## src/rtl/key_debounce_if.sv

```systemverilog
// Key conditioner bundle: raw pins in, debounced pulses and levels out.
// Drive key_in from the master side; key_debounce sits on the slave side.
interface key_debounce_if #(
  parameter int NUM_KEYS = 2
);
  logic [NUM_KEYS-1:0] key_in;
  logic [NUM_KEYS-1:0] key_down;
  logic [NUM_KEYS-1:0] key_up;
  logic [NUM_KEYS-1:0] key_level;

  modport master (output key_in, input key_down, input key_up, input key_level);
  modport slave  (input key_in, output key_down, output key_up, output key_level);
endinterface

```

## src/rtl/key_debounce.sv

```systemverilog
// Per-key synchroniser + debounce FSM producing press/release pulses and a clean level.
// Define KEY_REPEAT_EN to add hold-to-auto-repeat key_down pulses.
module key_debounce_lane #(
  parameter int KEY_ACTIVE_LOW  = 1,
  parameter int DEBOUNCE_CYCLES = 1024,
  parameter int HOLD_CYCLES     = 32768,
  parameter int REPEAT_CYCLES   = 8192
) (
  input  logic clock,
  input  logic reset,
  input  logic pin,
  output logic down,
  output logic up,
  output logic level
);
  localparam int CW = $clog2(DEBOUNCE_CYCLES);
  localparam logic [CW-1:0] CNT_MAX = CW'(DEBOUNCE_CYCLES - 1);
  localparam logic INACT = (KEY_ACTIVE_LOW != 0);

  if (DEBOUNCE_CYCLES < 2 || REPEAT_CYCLES < 1 || HOLD_CYCLES < REPEAT_CYCLES) begin : g_bad_cfg
    $error("key_debounce_lane: invalid cycle parameters");
  end

  typedef enum logic [1:0] {IDLE, PRESS_CHK, PRESSED, REL_CHK} state_t;

  state_t        state_q, state_d;
  logic [1:0]    sync_q, sync_d;
  logic [CW-1:0] cnt_q, cnt_d;
  logic          down_q, down_d;
  logic          up_q, up_d;
  logic          level_q, level_d;
  logic          act;

`ifdef KEY_REPEAT_EN
  localparam int HMAX = (HOLD_CYCLES > REPEAT_CYCLES) ? HOLD_CYCLES : REPEAT_CYCLES;
  localparam int HW   = $clog2(HMAX);
  localparam logic [HW-1:0] HOLD_MAX    = HW'(HOLD_CYCLES - 1);
  // Reloading to HOLD-REPEAT makes each later repeat land REPEAT cycles apart.
  localparam logic [HW-1:0] HOLD_RELOAD = HW'(HOLD_CYCLES - REPEAT_CYCLES);
  logic [HW-1:0] hold_q, hold_d;
`endif

  assign act = sync_q[1] ^ INACT;

  always_comb begin
    sync_d  = {sync_q[0], pin};
    state_d = state_q;
    cnt_d   = cnt_q;
    level_d = level_q;
    down_d  = 1'b0;
    up_d    = 1'b0;
`ifdef KEY_REPEAT_EN
    hold_d  = hold_q;
`endif
    case (state_q)
      IDLE: begin
        if (act) begin
          state_d = PRESS_CHK;
          cnt_d   = '0;
        end
      end
      PRESS_CHK: begin
        if (!act) begin
          state_d = IDLE;
          cnt_d   = '0;
        end else if (cnt_q == CNT_MAX) begin
          state_d = PRESSED;
          cnt_d   = '0;
          level_d = 1'b1;
          down_d  = 1'b1;
        end else begin
          cnt_d = cnt_q + CW'(1);
        end
      end
      PRESSED: begin
        if (!act) begin
          state_d = REL_CHK;
          cnt_d   = '0;
        end
      end
      REL_CHK: begin
        if (act) begin
          state_d = PRESSED;
          cnt_d   = '0;
        end else if (cnt_q == CNT_MAX) begin
          state_d = IDLE;
          cnt_d   = '0;
          level_d = 1'b0;
          up_d    = 1'b1;
        end else begin
          cnt_d = cnt_q + CW'(1);
        end
      end
      default: begin
        state_d = IDLE;
        cnt_d   = '0;
      end
    endcase
`ifdef KEY_REPEAT_EN
    // Repeat pulses are suppressed on the release edge so down/up never coincide.
    if (state_q == PRESS_CHK && state_d == PRESSED) begin
      hold_d = '0;
    end else if ((state_q == PRESSED || state_q == REL_CHK) && state_d != IDLE) begin
      if (hold_q == HOLD_MAX) begin
        down_d = 1'b1;
        hold_d = HOLD_RELOAD;
      end else begin
        hold_d = hold_q + HW'(1);
      end
    end else if (state_d == IDLE) begin
      hold_d = '0;
    end
`endif
  end

  always_ff @(posedge clock or posedge reset) begin
    if (reset) begin
      sync_q  <= {2{INACT}};
      state_q <= IDLE;
      cnt_q   <= '0;
      down_q  <= 1'b0;
      up_q    <= 1'b0;
      level_q <= 1'b0;
`ifdef KEY_REPEAT_EN
      hold_q  <= '0;
`endif
    end else begin
      sync_q  <= sync_d;
      state_q <= state_d;
      cnt_q   <= cnt_d;
      down_q  <= down_d;
      up_q    <= up_d;
      level_q <= level_d;
`ifdef KEY_REPEAT_EN
      hold_q  <= hold_d;
`endif
    end
  end

  assign down  = down_q;
  assign up    = up_q;
  assign level = level_q;
endmodule

module key_debounce #(
  parameter int NUM_KEYS        = 2,
  parameter int KEY_ACTIVE_LOW  = 1,
  parameter int DEBOUNCE_CYCLES = 1024,
  parameter int HOLD_CYCLES     = 32768,
  parameter int REPEAT_CYCLES   = 8192
) (
  input  logic           clock,
  input  logic           reset,
  key_debounce_if.slave  kif
);
  logic [NUM_KEYS-1:0] down_w, up_w, level_w;

  for (genvar i = 0; i < NUM_KEYS; i++) begin : g_lane
    key_debounce_lane #(
      .KEY_ACTIVE_LOW (KEY_ACTIVE_LOW),
      .DEBOUNCE_CYCLES(DEBOUNCE_CYCLES),
      .HOLD_CYCLES    (HOLD_CYCLES),
      .REPEAT_CYCLES  (REPEAT_CYCLES)
    ) u_lane (
      .clock(clock),
      .reset(reset),
      .pin  (kif.key_in[i]),
      .down (down_w[i]),
      .up   (up_w[i]),
      .level(level_w[i])
    );
  end

  assign kif.key_down  = down_w;
  assign kif.key_up    = up_w;
  assign kif.key_level = level_w;
endmodule
```

## src/flat_wrapper.sv

```systemverilog
// flat-port wrapper written by rule: the top's interface ports become plain ports
module key_debounce_flat 
#(
  parameter int NUM_KEYS        = 2,
  parameter int KEY_ACTIVE_LOW  = 1,
  parameter int DEBOUNCE_CYCLES = 1024,
  parameter int HOLD_CYCLES     = 32768,
  parameter int REPEAT_CYCLES   = 8192
)
  (clock, reset, kif_key_in, kif_key_down, kif_key_up, kif_key_level);
  key_debounce_if #(.NUM_KEYS(NUM_KEYS)) kif_i ();
  input  logic clock;
  input  logic reset;
  input wire logic [$bits(kif_i.key_in)-1:0] kif_key_in;
  output wire logic [$bits(kif_i.key_down)-1:0] kif_key_down;
  output wire logic [$bits(kif_i.key_up)-1:0] kif_key_up;
  output wire logic [$bits(kif_i.key_level)-1:0] kif_key_level;
  assign kif_i.key_in = kif_key_in;
  assign kif_key_down = kif_i.key_down;
  assign kif_key_up = kif_i.key_up;
  assign kif_key_level = kif_i.key_level;
  key_debounce #(.NUM_KEYS(NUM_KEYS), .KEY_ACTIVE_LOW(KEY_ACTIVE_LOW), .DEBOUNCE_CYCLES(DEBOUNCE_CYCLES), .HOLD_CYCLES(HOLD_CYCLES), .REPEAT_CYCLES(REPEAT_CYCLES)) u_core (.clock(clock), .reset(reset), .kif(kif_i));
endmodule
```

## config.mk

```make
export PLATFORM = sky130hd
export DESIGN_NAME = key_debounce_flat
export DESIGN_NICKNAME = d
export VERILOG_FILES = /design/src/rtl/key_debounce_if.sv /design/src/rtl/key_debounce.sv /design/src/flat_wrapper.sv
export SDC_FILE = /design/constraint.sdc
export NUM_CORES = 1
export LEC_CHECK = 0
export ABC_AREA = 1
export ABC_CLOCK_PERIOD_IN_PS = 1800
export CORE_MARGIN = 5
export CORE_UTILIZATION = 40
export DETAILED_ROUTE_END_ITERATION = 10
export HOLD_SLACK_MARGIN = 0.08
export PLACE_DENSITY_LB_ADDON = 0.08
export SLEW_MARGIN = 20
export SYNTH_ARGS = -nofsm -noshare
export SYNTH_HDL_FRONTEND = slang
export SYNTH_SLANG_ARGS = --single-unit
```

## constraint.sdc

```tcl
create_clock -name clock -period 1.8 [get_ports clock]
set_input_delay 0.36 -clock clock [delete_from_list [all_inputs] [get_ports clock]]
set_output_delay 0.36 -clock clock [all_outputs]
set_load 0.01 [all_outputs]
```

==> Word-level counts from Yosys, hierarchy flattened <==
Index checks and enable logic that the tools add are counted.
{ "totals": {"input_bits": 4, "word_cells": 94, "regBits": 34} }
{ "op_classes": {"add_sub_neg": 2, "n_eq_ne": 24, "mux": 46, "reduce_logical": 10} }
{ "ops": {"columns": ["op", "n"], "rows": [
  ["$mux W10", 10],
  ["$pmux W10 S4", 2],
  ["$mux W2", 12],
  ["$ne A2 B2 Y1 const B", 12],
  ["$add A10 B1 Y10 const B", 2],
  ["$eq A10 B10 Y1 const B", 2],
  ["$mux W1", 18],
  ["$pmux W2 S4", 2],
  ["$ne A3 B3 Y1 const B", 4],
  ["$reduce_and A5 Y1", 2],
  ["$eq A2 B2 Y1 const B", 4],
  ["$reduce_and A4 Y1", 2],
  ["$eq A2 B1 Y1 const B", 2],
  ["$logic_not A2 Y1", 2],
  ["$pmux W1 S2", 2],
  ["$reduce_and A2 Y1", 2],
  ["$reduce_bool A2 Y1", 2]
]} }

==> Logic depth before layout (Yosys ltp) <==
Gate-level depths: netlist (run 1).
{ "depth": {"word_depth": 4, "depth_mapped": 8, "mapped_depth_nobuf": 8} }

==> Modules after synthesis <==
From an unflattened synthesis (run 1), not the netlist that was laid out.
{ "unflattened": {"cells_unflattened": 224, "hier_area_um2": 1821.7} }
{ "by_module_without_submodules": {"columns": ["module", "cells_per_inst", "instances", "area_per_inst_um2"], "rows": [
  ["key_debounce_lane (u_core.g_lane[1].u_lane)", 116, 1, 938.4],
  ["key_debounce_lane (u_core.g_lane[0].u_lane)", 108, 1, 883.3]
]} }

==> Worst setup path before layout (run 1) <==
No wires, ideal clock.
{ "synth_path": {"kind": "reg-to-reg", "start": "register u_core.g_lane[0].u_lane.cnt_q[0]", "end": "register (tool-made name)", "path_stages_with_launch": 9, "slack_ps": 539, "arrival_ps": 1143, "n_path_buf": 0, "synth_period_minus_slack_ps": 1261, "path_cell_list": "dfrtp_1 -> ha_1 -> nand2_2 -> nor2_4 -> nand3_2 -> nor2_2 -> nand2_1 -> nand2_1 -> nand2_1"} }
{ "synth_lines": {"columns": ["element", "line_no", "rtl"], "rows": [
  ["start, declared", "key_debounce.sv:28", "logic [CW-1:0] cnt_q, cnt_d;"],
  ["start signal, assigned", "key_debounce.sv:130", "cnt_q <= cnt_d;"]
]} }

==> Worst setup path in the final report (run 1) <==
{ "layout_path": {"start": "register u_core.g_lane[1].u_lane.level_q", "end": "output port kif_key_level[1]"} }
{ "layout_lines": {"columns": ["element", "line_no", "rtl"], "rows": [
  ["start, declared", "key_debounce.sv:31", "logic level_q, level_d;"],
  ["start signal, assigned", "key_debounce.sv:133", "level_q <= level_d;"],
  ["end, declared", "flat_wrapper.sv:17", "output wire logic [$bits(kif_i.key_level)-1:0] kif_key_level;"]
]} }
No word-level cell between the ends.

==> impl_metrics.prom, run 1 <==
# TYPE chip_impl_metric gauge
chip_impl_metric{name="design.final.nets",unit=""} 239
chip_impl_metric{name="post-route-period-util",unit=""} 0.838
chip_impl_info{name="critical_path_class",value="reg -> out"} 1
chip_impl_metric{name="design.die.area",unit="sq um"} 5940
chip_impl_metric{name="post_cts_resize_count",unit=""} 0
chip_impl_metric{name="first_global_vias",unit=""} 1226
chip_impl_info{name="cell_chain_of_the_critical_path",value="clkdlybuf4s50_1"} 1
chip_impl_metric{name="cts_buffer_depth",unit=""} 2
chip_impl_metric{name="max-cap-violations",unit=""} 0
chip_impl_metric{name="postSynthRegisterBits",unit=""} 34
chip_impl_metric{name="synth_async_sr_flop_share",unit=""} 1.00
chip_impl_metric{name="path_max_fanout",unit=""} 2
chip_impl_metric{name="drt-initial-drc-count",unit=""} 54
chip_impl_info{name="synthTopCellsByCount",value="sky130_fd_sc_hd__nand2_1, sky130_fd_sc_hd__dfrtp_1, sky130_fd_sc_hd__nor2_1, sky130_fd_sc_hd__inv_1, sky130_fd_sc_hd__nand3_1"} 1
chip_impl_metric{name="synth_enable_flop_cells",unit=""} 0
chip_impl_metric{name="initial_cell_density_of_the_core",unit=""} 0.414
chip_impl_metric{name="post-cts-setup-buffers",unit=""} 0
chip_impl_metric{name="fmax",unit="MHz"} 663
chip_impl_metric{name="die_h",unit="um"} 77.1
chip_impl_metric{name="reg2reg_slack",unit="ns"} 0.32
chip_impl_metric{name="least_margin_pin_slew",unit="ns"} 0.272
chip_impl_metric{name="timing.final.crit_period",unit="ns"} 1.51
chip_impl_metric{name="synth_cell_type_count",unit=""} 25
chip_impl_info{name="ctsRootBufferMaster",value="sky130_fd_sc_hd__clkbuf_8"} 1
chip_impl_metric{name="grt_start_max_net_pins",unit=""} 19
chip_impl_metric{name="routedWlPerCell",unit="um"} 11.6
chip_impl_info{name="cts_tree",value="built"} 1
chip_impl_metric{name="detail_route.wirelength",unit="um"} 3310
chip_impl_metric{name="detail_route.drc_violations",unit=""} 0
chip_impl_metric{name="placementRows",unit=""} 24
chip_impl_metric{name="hold_viol",unit=""} 0
chip_impl_metric{name="core",unit="sq um"} 4350
chip_impl_metric{name="top_cell_type_s_share_of_synthesized_area",unit=""} 0.417
chip_impl_metric{name="layout-drive-gt1-share",unit=""} 0.150
chip_impl_metric{name="htree_levels",unit=""} 2
chip_impl_metric{name="clk_pin_slew_worst_paths",unit="ns"} 0.07
chip_impl_info{name="reg2reg_to",value="u_core.g_lane[0].u_lane.cnt_q[3]$_DFFE_PP0P_"} 1
chip_impl_metric{name="critical_path.max_stage_delay",unit="ns"} 0.53
chip_impl_metric{name="grtUsageTotal",unit=""} 0.120
chip_impl_metric{name="final_cell_area",unit="sq um"} 2020
chip_impl_info{name="yosysTopAreaCell",value="sky130_fd_sc_hd__dfrtp_1"} 1
chip_impl_metric{name="grt_first_pass_wirelength",unit="um"} 5730
chip_impl_metric{name="gr-total-overflow",unit=""} 0
chip_impl_metric{name="hold_buffers",unit=""} 0
chip_impl_info{name="timing.critical_path.to_type",value="output port"} 1
chip_impl_metric{name="cell_count_after_synthesis",unit=""} 221
chip_impl_metric{name="power.density",unit="nW/um^2"} 909
chip_impl_metric{name="rr_worst_depth",unit=""} 6
chip_impl_info{name="ys_dominant_reg_cell",value="sky130_fd_sc_hd__dfrtp_1"} 1
chip_impl_info{name="worst_path_max_delay_cell",value="sky130_fd_sc_hd__clkdlybuf4s50_1"} 1
chip_impl_info{name="yosys-top-cells-area",value="sky130_fd_sc_hd__dfrtp_1, sky130_fd_sc_hd__nand2_1, sky130_fd_sc_hd__dfstp_2"} 1
chip_impl_info{name="startpoint_of_the_worst_slack_reg_to_reg_timing_path",value="u_core.g_lane[0].u_lane.cnt_q[0]$_DFFE_PP0P_"} 1
chip_impl_info{name="rsz0062_at_grt",value="false"} 1
chip_impl_metric{name="flow.area_growth_from_synthesis",unit="%"} 12.0
chip_impl_info{name="critical-path-top-delay-family",value="buffers and inverters"} 1
chip_impl_info{name="status",value="finished clean"} 1
chip_impl_metric{name="antenna_found_initial",unit=""} 0
chip_impl_metric{name="numCtsBuffers",unit=""} 5
chip_impl_metric{name="holdPathStages",unit=""} 0
chip_impl_metric{name="clock_latency",unit="ns"} 0.28
chip_impl_metric{name="cell_area_reported_after_detailed_placement",unit="sq um"} 1930
chip_impl_info{name="most_frequently_used_cell_type_in_the_post_synthesis_netlist",value="sky130_fd_sc_hd__nand2_1"} 1
chip_impl_metric{name="finClkSkew",unit="ns"} 0.00518
chip_impl_metric{name="setup_viol_count_final",unit=""} 0
chip_impl_metric{name="fp.dieW",unit="um"} 77.1
chip_impl_info{name="start_kind",value="flip-flop"} 1
chip_impl_metric{name="timing.critical_path.buf_inv",unit=""} 1
chip_impl_metric{name="synth.yosys.seq_area_share",unit=""} 0.475
chip_impl_metric{name="diodes",unit=""} 0
chip_impl_metric{name="yosysWarnings",unit=""} 0
chip_impl_metric{name="via_per_instance_ratio",unit=""} 4.86
chip_impl_metric{name="fin_setup_tns",unit="ns"} 0
chip_impl_metric{name="timing.critical_path.arrival",unit="ns"} 1.15
chip_impl_metric{name="clock_sinks",unit=""} 34
chip_impl_metric{name="drt_pass1_iterations",unit=""} 4
chip_impl_metric{name="relSlewSlack",unit=""} 0.818
chip_impl_metric{name="leakagePower",unit="nW"} 0.917
chip_impl_metric{name="vias",unit=""} 1390
chip_impl_metric{name="drt.antenna.violating_nets",unit=""} 0
chip_impl_metric{name="place_congestion",unit=""} 0.771
chip_impl_metric{name="synthesis.area",unit="sq um"} 1800
chip_impl_metric{name="placement.io_buffers",unit=""} 9
chip_impl_metric{name="slew_violations",unit=""} 0
chip_impl_info{name="timing.hold.worst.start",value="u_core.g_lane[0].u_lane.sync_q[0]$_DFF_PP1_"} 1
chip_impl_info{name="min_delay_worst_endpoint",value="u_core.g_lane[0].u_lane.sync_q[1]$_DFF_PP1_"} 1
chip_impl_metric{name="syn-num-nets",unit=""} 227
chip_impl_metric{name="syn-mean-instance-area",unit="sq um"} 8.15
chip_impl_metric{name="detailedPlacementHpwl",unit="um"} 2390
chip_impl_info{name="timing.hold.worst.class",value="reg -> reg"} 1
chip_impl_metric{name="max-vdd-ir-drop",unit="V"} 0.000368
chip_impl_metric{name="worstPathRequired",unit="ns"} 1.44
chip_impl_metric{name="pin_count",unit=""} 10
-- per-layer routing --
layer | wire length, um | track usage | share of wire
met3 | 141 | 0.0340 | 0.043
met1 | 1770 | 0.175 | 0.54
met4 | 60 | 0.0515 | 0.018
met5 | 0 | 0 | 0
met2 | 1340 | 0.164 | 0.40
-- cell usage in the layout, fill, tap and decap left out --
cell | netlist | final
sky130_fd_sc_hd__a21oi_1 | 4 | 4
sky130_fd_sc_hd__a21oi_2 | 2 | 2
sky130_fd_sc_hd__buf_4 | 6 | 2
sky130_fd_sc_hd__clkbuf_1 | 0 | 1
sky130_fd_sc_hd__clkbuf_8 | 0 | 6
sky130_fd_sc_hd__clkdlybuf4s50_1 | 0 | 9
sky130_fd_sc_hd__clkinv_2 | 0 | 1
sky130_fd_sc_hd__dfrtp_1 | 30 | 30
sky130_fd_sc_hd__dfstp_2 | 4 | 4
sky130_fd_sc_hd__ha_1 | 2 | 2
sky130_fd_sc_hd__inv_1 | 23 | 23
sky130_fd_sc_hd__inv_2 | 5 | 5
sky130_fd_sc_hd__nand2_1 | 66 | 66
sky130_fd_sc_hd__nand2_2 | 3 | 3
sky130_fd_sc_hd__nand2_4 | 1 | 1
sky130_fd_sc_hd__nand3_1 | 12 | 12
sky130_fd_sc_hd__nand3_2 | 4 | 4
sky130_fd_sc_hd__nand3_4 | 2 | 2
sky130_fd_sc_hd__nand4_1 | 5 | 5
sky130_fd_sc_hd__nor2_1 | 24 | 24
sky130_fd_sc_hd__nor2_2 | 2 | 2
sky130_fd_sc_hd__nor2_4 | 3 | 3
sky130_fd_sc_hd__nor3_1 | 1 | 1
sky130_fd_sc_hd__o21ai_0 | 7 | 7
sky130_fd_sc_hd__o21ai_1 | 4 | 4
sky130_fd_sc_hd__o21bai_1 | 2 | 2
sky130_fd_sc_hd__o22ai_1 | 1 | 1
sky130_fd_sc_hd__xnor2_1 | 1 | 1
sky130_fd_sc_hd__xor2_1 | 7 | 7
-- metrics by stage --
stage | cells | worst slack [ns] | util | hold WS [ns] | total power (W)
after floorplan | 221 | 0.539 | - | 0.345 | 0.00118
after global placement | 278 | 0.352 | 0.442 | 0.348 | 0.00128
after detailed placement | 278 | 0.327 | 0.442 | 0.349 | 0.00128
after CTS | 286 | 0.269 | 0.463 | 0.360 | 0.00188
after global routing | 286 | 0.227 | 0.463 | 0.363 | 0.00196
final | 286 | 0.291 | 0.463 | 0.357 | 0.00183
-- registers in the layout (all words and copies together) (netlist names), named ones only --
| name | flops |
|---|---|
| u_core.g_lane.u_lane.cnt_q | 20 |
| u_core.g_lane.u_lane.state_q | 2 |
| u_core.g_lane.u_lane.level | 2 |
| u_core.g_lane.u_lane.up | 2 |
| u_core.g_lane.u_lane.sync_q | 4 |
| u_core.g_lane.u_lane.down | 2 |
-- layout make-up --
class | count | area, sq um
well taps | 52 | 65.1
clock inverters | 1 | 5.00
inverters | 28 | 105
fillers | 438 | 2340
multi-input cells | 153 | 795
clock buffers | 7 | 86.3
flip-flops and latches | 34 | 856
repair buffers | 11 | 105
-- how the worst max path moves through the flow --
stage | from | endpoint | slack, ns | cells past startpoint
after floorplan | u_core.g_lane[0].u_lane.cnt_q[0]$_DFFE_PP0P_ | flip-flop | 0.54 | 8
after global placement | u_core.g_lane[1].u_lane.cnt_q[0]$_DFFE_PP0P_ | u_core.g_lane[1].u_lane.cnt_q[4]$_DFFE_PP0P_ | 0.35 | 8
after detailed placement | u_core.g_lane[0].u_lane.cnt_q[0]$_DFFE_PP0P_ | u_core.g_lane[0].u_lane.cnt_q[2]$_DFFE_PP0P_ | 0.33 | 6
after CTS | u_core.g_lane[1].u_lane.level$_DFFE_PP0P_ | kif_key_level[1] | 0.27 | 1
after global routing | u_core.g_lane[1].u_lane.level$_DFFE_PP0P_ | kif_key_level[1] | 0.23 | 1
final | u_core.g_lane[1].u_lane.level$_DFFE_PP0P_ | kif_key_level[1] | 0.29 | 1
-- kinds of logic after synthesis --
logic type / synth area share
and+or+nand+nor: 0.325
DFF: 0.475
adders and majority gates: 0.0139
AOI/OAI and AO/OA: 0.0632
xor gates and xnor gates: 0.0389
buffers and inverters: 0.0834
-- worst reg2reg max path, cell delays in order (launching register included) --
cell                      delay [ns]
sky130_fd_sc_hd__dfrtp_1        0.42
sky130_fd_sc_hd__ha_1           0.23
sky130_fd_sc_hd__nand3_1        0.11
sky130_fd_sc_hd__nor2_1         0.15
sky130_fd_sc_hd__nand3_2        0.15
sky130_fd_sc_hd__a21oi_2        0.25
sky130_fd_sc_hd__nor2_1         0.06
-- report_power, final --
group / internal [W] / switching, W
Clock: 0.000309 / 0.000270
Combinational: 0.000123 / 0.000247
Sequential: 0.000824 / 0.0000628
(Power assumes the default switching activity.)
==> inputs of run 2 (changes only) <==
Settings changed: ABC_CLOCK_PERIOD_IN_PS 1800 to 1550.
Clock period 1.8 ns to 1.55 ns, I/O delays scaled along.
==> run 2 against run 1 <==
  * Global-route usage rose by 1.3 points
  * Sequential share of layout area shrank 0.47 points
  * Register-to-register slack worse by 0.21 ns
  * Largest power group unchanged
  * Critical path depth unchanged
  * Sequential power grew 15%
  * Wire length is 2.8% higher
  * Power grew 18%
  * Design area grew 1.1%
  * Clock-buffer cell count stayed put
  * Critical path type unchanged
  * Flip-flop and latch count did not move
  * Die area is the same
==> impl_metrics.prom, run 2 (synthesized netlist as in run 1, its figures left out) <==
# TYPE chip_impl_metric gauge
chip_impl_metric{name="core",unit="sq um"} 4350
chip_impl_metric{name="grt_start_max_net_pins",unit=""} 12
chip_impl_metric{name="cts_buffer_depth",unit=""} 2
chip_impl_info{name="status",value="finished clean"} 1
chip_impl_metric{name="leakagePower",unit="nW"} 0.932
chip_impl_metric{name="detailedPlacementHpwl",unit="um"} 2470
chip_impl_metric{name="clk_pin_slew_worst_paths",unit="ns"} 0.06
chip_impl_metric{name="pre_cts_ws",unit="ns"} 0.107
chip_impl_metric{name="timing.critical_path.arrival",unit="ns"} 1.16
chip_impl_metric{name="hold_ws",unit="ns"} 0.248
chip_impl_metric{name="die_h",unit="um"} 77.1
chip_impl_metric{name="via_per_instance_ratio",unit=""} 4.75
chip_impl_metric{name="place_congestion",unit=""} 0.766
chip_impl_metric{name="largest_register_ff_count",unit=""} 20
chip_impl_metric{name="antenna_found_initial",unit=""} 0
chip_impl_metric{name="timing.critical_path.buf_inv",unit=""} 1
chip_impl_metric{name="fp.dieW",unit="um"} 77.1
chip_impl_metric{name="post-route-period-util",unit=""} 0.949
chip_impl_metric{name="relSlewSlack",unit=""} 0.797
chip_impl_info{name="worst_path_max_delay_cell",value="sky130_fd_sc_hd__clkdlybuf4s50_1"} 1
chip_impl_metric{name="hold_buffers",unit=""} 0
chip_impl_info{name="largest_register",value="u_core.g_lane.u_lane.cnt_q"} 1
chip_impl_metric{name="nFillCells",unit=""} 436
chip_impl_metric{name="grtUsageTotal",unit=""} 0.133
chip_impl_metric{name="rr_worst_depth",unit=""} 6
chip_impl_metric{name="diodes",unit=""} 0
chip_impl_info{name="top_library_cells_by_usage_in_the_layout_fill_and_taps_aside",value="sky130_fd_sc_hd__nand2_1, sky130_fd_sc_hd__dfrtp_1, sky130_fd_sc_hd__nor2_1, sky130_fd_sc_hd__inv_1, sky130_fd_sc_hd__nand3_1"} 1
chip_impl_metric{name="post_cts_resize_count",unit=""} 0
chip_impl_metric{name="first_global_vias",unit=""} 1316
chip_impl_metric{name="hold_viol",unit=""} 0
chip_impl_metric{name="max-vdd-ir-drop",unit="V"} 0.000519
chip_impl_metric{name="slew_violations",unit=""} 0
chip_impl_metric{name="timing.final.crit_period",unit="ns"} 1.47
chip_impl_metric{name="drt-initial-drc-count",unit=""} 35
chip_impl_info{name="startpoint_of_the_worst_slack_reg_to_reg_timing_path",value="u_core.g_lane[0].u_lane.cnt_q[0]$_DFFE_PP0P_"} 1
chip_impl_metric{name="post-cts-setup-buffers",unit=""} 0
chip_impl_metric{name="layout-drive-gt1-share",unit=""} 0.160
chip_impl_metric{name="setup_viol_count_final",unit=""} 0
chip_impl_metric{name="finClkSkew",unit="ns"} 0.00269
chip_impl_info{name="commonest_non_fill_non_tap_cell_in_the_layout",value="sky130_fd_sc_hd__nand2_1"} 1
chip_impl_info{name="cell_chain_of_the_critical_path",value="clkdlybuf4s50_1"} 1
chip_impl_metric{name="placement.io_buffers",unit=""} 9
chip_impl_metric{name="detail_route.drc_violations",unit=""} 0
chip_impl_metric{name="pin_count",unit=""} 10
chip_impl_metric{name="gr-total-overflow",unit=""} 0
chip_impl_info{name="timing.critical_path.to_type",value="output port"} 1
chip_impl_metric{name="initial_cell_density_of_the_core",unit=""} 0.414
chip_impl_metric{name="flow.area_growth_from_synthesis",unit="%"} 13.3
chip_impl_metric{name="placementRows",unit=""} 24
chip_impl_metric{name="grt_first_pass_wirelength",unit="um"} 6200
chip_impl_metric{name="drt.antenna.violating_nets",unit=""} 0
chip_impl_info{name="setup.worst_path.start",value="u_core.g_lane[0].u_lane.level$_DFFE_PP0P_"} 1
chip_impl_metric{name="max-cap-violations",unit=""} 0
chip_impl_metric{name="worstPathRequired",unit="ns"} 1.24
chip_impl_metric{name="power.density",unit="nW/um^2"} 1060
chip_impl_metric{name="clock_sinks",unit=""} 34
chip_impl_metric{name="routedWlPerCell",unit="um"} 11.8
chip_impl_metric{name="fin_setup_tns",unit="ns"} 0
chip_impl_info{name="critical_path_class",value="reg -> out"} 1
chip_impl_metric{name="design.final.nets",unit=""} 242
chip_impl_metric{name="drt_pass1_iterations",unit=""} 4
chip_impl_metric{name="critical_path.max_stage_delay",unit="ns"} 0.53
chip_impl_info{name="reg_top3",value="u_core.g_lane.u_lane.cnt_q (20), u_core.g_lane.u_lane.sync_q (4)"} 1
chip_impl_metric{name="htree_levels",unit=""} 2
chip_impl_metric{name="path_max_fanout",unit=""} 2
chip_impl_metric{name="clock_latency",unit="ns"} 0.28
chip_impl_info{name="critical-path-top-delay-family",value="buffers and inverters"} 1
chip_impl_metric{name="fmax",unit="MHz"} 680
chip_impl_info{name="start_kind",value="flip-flop"} 1
chip_impl_info{name="rsz0062_at_grt",value="false"} 1
chip_impl_metric{name="design.die.area",unit="sq um"} 5940
chip_impl_info{name="reg2reg_to",value="u_core.g_lane[0].u_lane.cnt_q[2]$_DFFE_PP0P_"} 1
chip_impl_metric{name="numCtsBuffers",unit=""} 5
chip_impl_metric{name="post-route-worst-setup-slack",unit="ns"} 0.0798
chip_impl_info{name="ctsRootBufferMaster",value="sky130_fd_sc_hd__clkbuf_8"} 1
chip_impl_info{name="timing.hold.worst.class",value="in -> async"} 1
chip_impl_metric{name="reg2reg_slack",unit="ns"} 0.11
chip_impl_info{name="cts_tree",value="built"} 1
chip_impl_metric{name="vias",unit=""} 1373
chip_impl_metric{name="detail_route.wirelength",unit="um"} 3400
chip_impl_metric{name="least_margin_pin_slew",unit="ns"} 0.303
## run 2: changes by cell type in the layout (fill, tap and decap cells not counted)
cell	change
sky130_fd_sc_hd__buf_4	+3
## run 2: how the worst max path moves through the flow
stage                                                              end  cells after the start
after floorplan                                              flip-flop                      8
after global placement    u_core.g_lane[1].u_lane.cnt_q[2]$_DFFE_PP0P_                      8
after detailed placement  u_core.g_lane[1].u_lane.cnt_q[4]$_DFFE_PP0P_                      8
after CTS                                             kif_key_level[0]                      1
after global routing                                  kif_key_level[0]                      1
final                                                 kif_key_level[0]                      1
## run 2: final cells by class
cell class / count / area (sq um) / area share
clock buffers: 7 / 86.3 / 0.0423
clock inverters: 1 / 5.00 / 0.00245
inverters: 28 / 105 / 0.0515
multi-input cells: 153 / 795 / 0.390
flip-flops and latches: 34 / 856 / 0.420
well taps: 52 / 65.1 / 0.0319
repair buffers: 14 / 128 / 0.0626
## run 2: layer usage
metal | GRT usage | routed length [um] | up-vias
met3 | 0.0386 | 166 | 7
met2 | 0.179 | 1400 | 23
li1 | - | - | 718
met5 | 0 | 0 | -
met1 | 0.190 | 1760 | 625
met4 | 0.0670 | 79 | 0
## run 2: through the flow
step / instances / power [W] / utilization / instance area [sq um]
2_1_floorplan: 221 / 0.00138 / - / 1800
3_3_place_gp: 280 / 0.00149 / 0.446 / 1940
3_5_place_dp: 280 / 0.00149 / 0.446 / 1940
4_1_cts: 288 / 0.00219 / 0.467 / 2030
5_1_grt: 289 / 0.00233 / 0.468 / 2040
6_report: 289 / 0.00216 / 0.468 / 2040
## run 2: power by group
| part | leakage, nW | switching [W] | internal (W) | total (W) |
|---|---|---|---|---|
| Clock | 0.0482 | 0.000317 | 0.000358 | 0.000676 |
| Combinational | 0.432 | 0.000304 | 0.000156 | 0.000459 |
| Sequential | 0.452 | 0.0000669 | 0.000957 | 0.00102 |
| Total | 0.932 | 0.000688 | 0.00147 | 0.00216 |
==> inputs of run 3 (changes only) <==
==> constraint.sdc (replaced) <==
create_clock -name clock -period 1.55 [get_ports clock]
set_input_delay 0.2325 -clock clock [delete_from_list [all_inputs] [get_ports clock]]
set_output_delay 0.2325 -clock clock [all_outputs]
set_load 0.01 [all_outputs]
==> results of run 3 <==
The final DEF is identical to that of run 2. Status: finished clean.
Among the figures that moved: setup slack after layout 0.0798 ns -> 0.111 ns; hold slack 0.248 ns -> 0.171 ns; start point of the critical path u_core.g_lane[0].u_lane.level$_DFFE_PP0P_ -> u_core.g_lane[0].u_lane.cnt_q[0]$_DFFE_PP0P_; end point of the critical path kif_key_level[0] -> u_core.g_lane[0].u_lane.cnt_q[2]$_DFFE_PP0P_
